[src/rtl/dmem_stall_ctrl.sv]
// Multi-cycle data memory with a stall handshake, byte-enabled stores and sticky
// detection of misaligned or out-of-range accesses.
module dmem_stall_ctrl #(
   parameter int unsigned DATA_W = 32,
   parameter int unsigned DEPTH  = 64,
   parameter int unsigned RD_LAT = 2,
   parameter int unsigned WR_LAT = 1
) (
   input  logic                clk,
   input  logic                rst,
   input  logic                req_valid,
   input  logic                req_we,
   input  logic [31:0]         req_addr,
   input  logic [DATA_W-1:0]   req_wdata,
   input  logic [DATA_W/8-1:0] req_be,
   output logic                stall,
   output logic                rd_valid,
   output logic [DATA_W-1:0]   rd_data,
   output logic                err,
   output logic [31:0]         err_addr
);

   localparam int unsigned AW = $clog2(DEPTH);
   localparam int unsigned NB = DATA_W / 8;
   localparam logic [31:0] ADDR_LIMIT = 32'(4 * DEPTH);
   // BUSY counts down to zero, so it is entered with latency-2.
   localparam logic [2:0] RD_CNT = (RD_LAT > 1) ? 3'(RD_LAT - 2) : 3'd0;
   localparam logic [2:0] WR_CNT = (WR_LAT > 1) ? 3'(WR_LAT - 2) : 3'd0;

   typedef enum logic [1:0] {StIdle, StBusy, StDone} stateT;

   logic [DATA_W-1:0] mem [DEPTH];

   stateT             stateQ, stateD;
   logic [2:0]        cntQ, cntD;
   logic              reqWeQ;
   logic [AW-1:0]     reqIdxQ;
   logic [DATA_W-1:0] reqWdataQ;
   logic [NB-1:0]     reqBeQ;
   logic              rdValidQ;
   logic [DATA_W-1:0] rdDataQ;
   logic              errQ;
   logic [31:0]       errAddrQ;

   logic              reqBad;
   logic [AW-1:0]     reqIdx;
   logic              memWe;
   logic [AW-1:0]     memIdx;
   logic [DATA_W-1:0] memWdata;
   logic [NB-1:0]     memBe;
   logic              rdLoad;
   logic [AW-1:0]     rdIdx;
   logic              setErr;

   assign reqIdx = req_addr[AW+1:2];
   assign reqBad = (req_addr[1:0] != 2'b00) || (req_addr >= ADDR_LIMIT);

   always_ff @(posedge clk or negedge rst) begin
      if (!rst) begin
         stateQ <= StIdle;
         cntQ   <= 3'd0;
      end else begin
         stateQ <= stateD;
         cntQ   <= cntD;
      end
   end

   always_comb begin
      stateD = stateQ;
      cntD   = cntQ;
      unique case (stateQ)
         StIdle: begin
            if (req_valid && !reqBad) begin
               if (req_we) begin
                  if (WR_LAT > 1) begin
                     stateD = StBusy;
                     cntD   = WR_CNT;
                  end else begin
                     stateD = StDone;
                  end
               end else begin
                  if (RD_LAT > 1) begin
                     stateD = StBusy;
                     cntD   = RD_CNT;
                  end else begin
                     stateD = StDone;
                  end
               end
            end
         end
         StBusy: begin
            if (cntQ == 3'd0) stateD = StDone;
            else              cntD   = cntQ - 3'd1;
         end
         StDone:  stateD = StIdle;
         default: stateD = StIdle;
      endcase
   end

   always_comb begin
      stall    = 1'b0;
      memWe    = 1'b0;
      memIdx   = reqIdxQ;
      memWdata = reqWdataQ;
      memBe    = reqBeQ;
      rdLoad   = 1'b0;
      rdIdx    = reqIdxQ;
      setErr   = 1'b0;
      unique case (stateQ)
         StIdle: begin
            if (req_valid) begin
               if (reqBad) begin
                  setErr = 1'b1;
               end else if (req_we) begin
                  if (WR_LAT > 1) begin
                     stall = 1'b1;
                  end else begin
                     memWe    = 1'b1;
                     memIdx   = reqIdx;
                     memWdata = req_wdata;
                     memBe    = req_be;
                  end
               end else begin
                  if (RD_LAT > 1) begin
                     stall = 1'b1;
                  end else begin
                     rdLoad = 1'b1;
                     rdIdx  = reqIdx;
                  end
               end
            end
         end
         StBusy: begin
            stall = 1'b1;
            if (cntQ == 3'd0) begin
               if (reqWeQ) memWe  = 1'b1;
               else        rdLoad = 1'b1;
            end
         end
         default: ;
      endcase
   end

   always_ff @(posedge clk or negedge rst) begin
      if (!rst) begin
         reqWeQ    <= 1'b0;
         reqIdxQ   <= '0;
         reqWdataQ <= '0;
         reqBeQ    <= '0;
         rdValidQ  <= 1'b0;
         rdDataQ   <= '0;
         errQ      <= 1'b0;
         errAddrQ  <= 32'd0;
      end else begin
         if (stateQ == StIdle && req_valid) begin
            reqWeQ    <= req_we;
            reqIdxQ   <= reqIdx;
            reqWdataQ <= req_wdata;
            reqBeQ    <= req_be;
         end
         rdValidQ <= rdLoad;
         if (rdLoad) rdDataQ <= mem[rdIdx];
         if (setErr) begin
            errQ <= 1'b1;
            if (!errQ) errAddrQ <= req_addr;
         end
      end
   end

   // The array is never reset; rst gating keeps a request seen during reset out of it.
   always_ff @(posedge clk) begin
      if (memWe && rst) begin
         for (int b = 0; b < NB; b++) begin
            if (memBe[b]) mem[memIdx][8*b +: 8] <= memWdata[8*b +: 8];
         end
      end
   end

   assign rd_valid = rdValidQ;
   assign rd_data  = rdDataQ;
   assign err      = errQ;
   assign err_addr = errAddrQ;

endmodule
[config.mk]
export PLATFORM = sky130hd
export DESIGN_NAME = dmem_stall_ctrl
export DESIGN_NICKNAME = d
export VERILOG_FILES = /design/src/rtl/dmem_stall_ctrl.sv
export SDC_FILE = /design/constraint.sdc
export NUM_CORES = 2
export LEC_CHECK = 0
export CAP_MARGIN = 25
export CORE_MARGIN = 2
export CORE_UTILIZATION = 60
export DETAILED_ROUTE_END_ITERATION = 10
export PLACE_DENSITY = 0.77
export RECOVER_POWER = 50
export SLEW_MARGIN = 5
export SYNTH_ARGS = -nofsm -noshare
export SYNTH_HDL_FRONTEND = slang
export SYNTH_SLANG_ARGS = --single-unit
[constraint.sdc]
create_clock -name clk -period 2.9 [get_ports clk]
set_input_delay 0.725 -clock clk [delete_from_list [all_inputs] [get_ports clk]]
set_output_delay 0.725 -clock clk [all_outputs]
set_load 0.05 [all_outputs]
==> out/summary.txt <==
Final Hold Viols = 0
Die H = 383 µm
Sequential Power Share = 0.514
syn nets = 4545
DRT antenna net count = 0
Sw Ratio = 0.229
Hold Slack = 162 ps
Root Buffer = clkbuf_16
most frequent cells in the layout = 2048 x edfxtp_1, 512 x mux2i_1, 356 x buf_4
CP arrival = 2190 ps
core box area = 143000 µm²
DR WL/cell = 29.1 µm
Routed WL = 206 mm
initial DRC count = 5274
failing checks = negative setup slack
Post-Syn Area = 86400 µm²
Clock transition at path regs = 60 ps
GRT Residual Overflow = 0
average size of a mapped cell = 19.3 µm²
minimum clock period after layout = 2910 ps
Fmax = 343 MHz
post-synthesis async set-or-reset flop share = 0.0527
Final Wtd Congestion = 0.948
Post-synth EDFFs = 2048
Hold Crit Class = in -> reg
nets = 5060
clock sink count = 2162
Slew HR = 0.388
Synth warnings = 0
initial core utilization = 0.603
Synth-to-Final Area Change = 16.4%
die area = 147000 µm²
drt via density = 6.42
initial antenna violation count = 2
sw power = 15.5 mW
drt drc = 0
RSZ-0062 raised after global routing = yes
H-tree depth = 4
fin util = 0.702
Int Pwr = 52.2 mW
Clk Latency, worst-skew pair = 870 ps
Slew Limit Fails = 0
vias in the first global route = 46.0k
final-report setup violation count = 1
required time worst endpoint = 2170 ps
I/O Buffers = 138
Worst Setup Path Type = reg -> out
Seq cells post-synth = 2162
Global Route Usage Sum = 0.281
CTS tree = built
number of CTS-inserted buffers = 203
Post-Syn Instances = 4471
clk_skew = 48.2 ps
Cell Pwr Density = 674 nW/µm²
row count = 139
final worst slack = -14.8 ps
DR vias = 45.4k
first-pass iteration count of the detailed router = 6
critical path startpoint category = register
first-pass GRT wire length = 303 mm
worst slew pin tran = 915 ps
hpwl dp = 132 mm
crit share post-route = 1.01
Die Wd = 383 µm
Top-Level Pins = 139
clock power share = 0.394
CP Capture Type = output port
maximum vdd drop = 0.000596 V
status = finished, violations left
Seq/Total Area, Yosys = 0.745
Pwr Total = 67.8 mW
most common cell after layout, fill and taps aside = edfxtp_1
largest net degree at the start of global routing = 85
peak fanout along the critical path = 12
Comb pwr share = 0.092
share of cells above drive strength 1 = 0.277
Synth cell types = 55
CTS max path bufs = 3
Max-Cap Viols = 0
Pleak = 33.7 nW
ys flop type = edfxtp_1
[cells in the mapped netlist, drive strengths merged (2+ instances only)]
cell	count	area (µm²)
edfxtp	2048	61500
mux2i	512	5120
nor2	397	1490
mux4	352	8220
buf	162	1160
o22ai	128	801
clkbuf	119	452
dfrtp	114	2850
mux2	108	1220
a22oi	96	721
nand3	72	360
a21oi	63	315
nand2	42	158
nor2b	35	219
nor3	32	160
or2	32	200
a211o	31	272
a31o	31	272
a41oi	31	392
nand3b	13	97.6
nor4	6	37.5
or3b	6	52.6
nand2b	5	31.3
or3	5	36.3
a32oi	4	42.6
inv	4	15.0
nand4	3	18.8
nand4b	3	26.3
nand4bb	3	33.8
o21ai	3	15.0
and2	2	12.5
ha	2	25.0
[through the flow]
stage,area (µm²),setup WS [ps],std cells,TNS (ps)
floorplan,86400,-43.8,4471,-86490
global placement,92900,-1090,6662,-3142030
detailed placement,92900,-1190,6662,-3298430
CTS,100000,-177,7061,-209
global route,101000,-87.8,7065,-198
finish,101000,-14.8,7066,-14.8
[routing by layer]
metal,track usage,vias to the layer above,wire length (µm)
li1,-,19200,-
met1,0.382,23300,77000
met2,0.464,2508,102000
met3,0.0559,378,19500
met4,0.0898,4,6590
met5,0.00942,-,202
[registers in the layout, summed over array words and instances (netlist names)]
signal	flops
reqWdataQ	32
reqWeQ	1
mem	2048
cntQ	3
err_addr	32
err	1
reqBeQ	4
stateQ	2
reqIdxQ	6
rd_data	32
rd_valid	1
[repair_timing]
item / 4_1_cts / 5_1_grt
endpoints found under the hold margin: 17 / 0
cloned: 0 / 2
hold buffers: 1 / 0
buffers inserted: 17 / 2
setup endpoints to repair: 1749 / 797
gates resized for setup: 269 / 47
pin swaps: 8 / 12
[final timing paths]
path	start	slack [ps]	cells past startpoint	end
max in group asynchronous	rst	410	5	err_addr[25]$_DFFE_PN0P_
worst max register to register	stateQ[1]$_DFFE_PN0P_	50	18	cntQ[0]$_DFFE_PN0P_
min in group asynchronous	rst	750	3	reqWdataQ[11]$_DFFE_PN0P_
worst min-delay path	req_addr[25]	160	2	err_addr[25]$_DFFE_PN0P_
worst max-delay path	stateQ[1]$_DFFE_PN0P_	-10	5	stall
worst min register to register	reqWdataQ[10]$_DFFE_PN0P_	500	1	reqWdataQ[10]$_DFFE_PN0P_
[power groups by stage]
stage / registers, mW / logic [mW] / clock network, mW
finish: 34.8 / 6.24 / 26.7
global route: 34.8 / 6.56 / 28.1
CTS: 34.8 / 6.17 / 26.9
detailed placement: 35.5 / 6.05 / 0
global placement: 35.5 / 5.91 / 0
floorplan: 35.6 / 3.55 / 0
[final cells by class]
cell class | count | area [µm²]
Timing Repair Buffer | 591 | 5860
Fill cell | 8417 | 42800
Tap cell | 1903 | 2380
Multi-Input combinational cell | 2024 | 21200
Inverter | 4 | 15.0
Antenna cell | 1 | 2.50
Clock buffer | 250 | 5280
Clock inverter | 131 | 1480
Sequential cell | 2162 | 64400
[worst max-delay path: stages, from the launching register on]
cell,delay (ps)
dfrtp_1,440
nor3b_4,270
clkbuf_16,240
nand3b_1,140
nand2_2,120
buf_12,140
[cells by family (layout without fill, tap and decap cells)]
| logic type | Yosys count | count (layout) | synth area share |
|---|---|---|---|
| DFF | 2162 | 2162 | 0.745 |
| muxes | 972 | 972 | 0.169 |
| and+or+nand+nor | 660 | 660 | 0.0344 |
| AOI/OAI and AO/OA | 389 | 389 | 0.0329 |
| buffers and inverters | 285 | 976 | 0.0189 |
| adders and majority gates | 2 | 2 | 0.000290 |
| xor gates and xnor gates | 1 | 1 | 0.000101 |
| other | 0 | 1 | 0 |
Note: power is estimated with default switching activity, not from simulation.
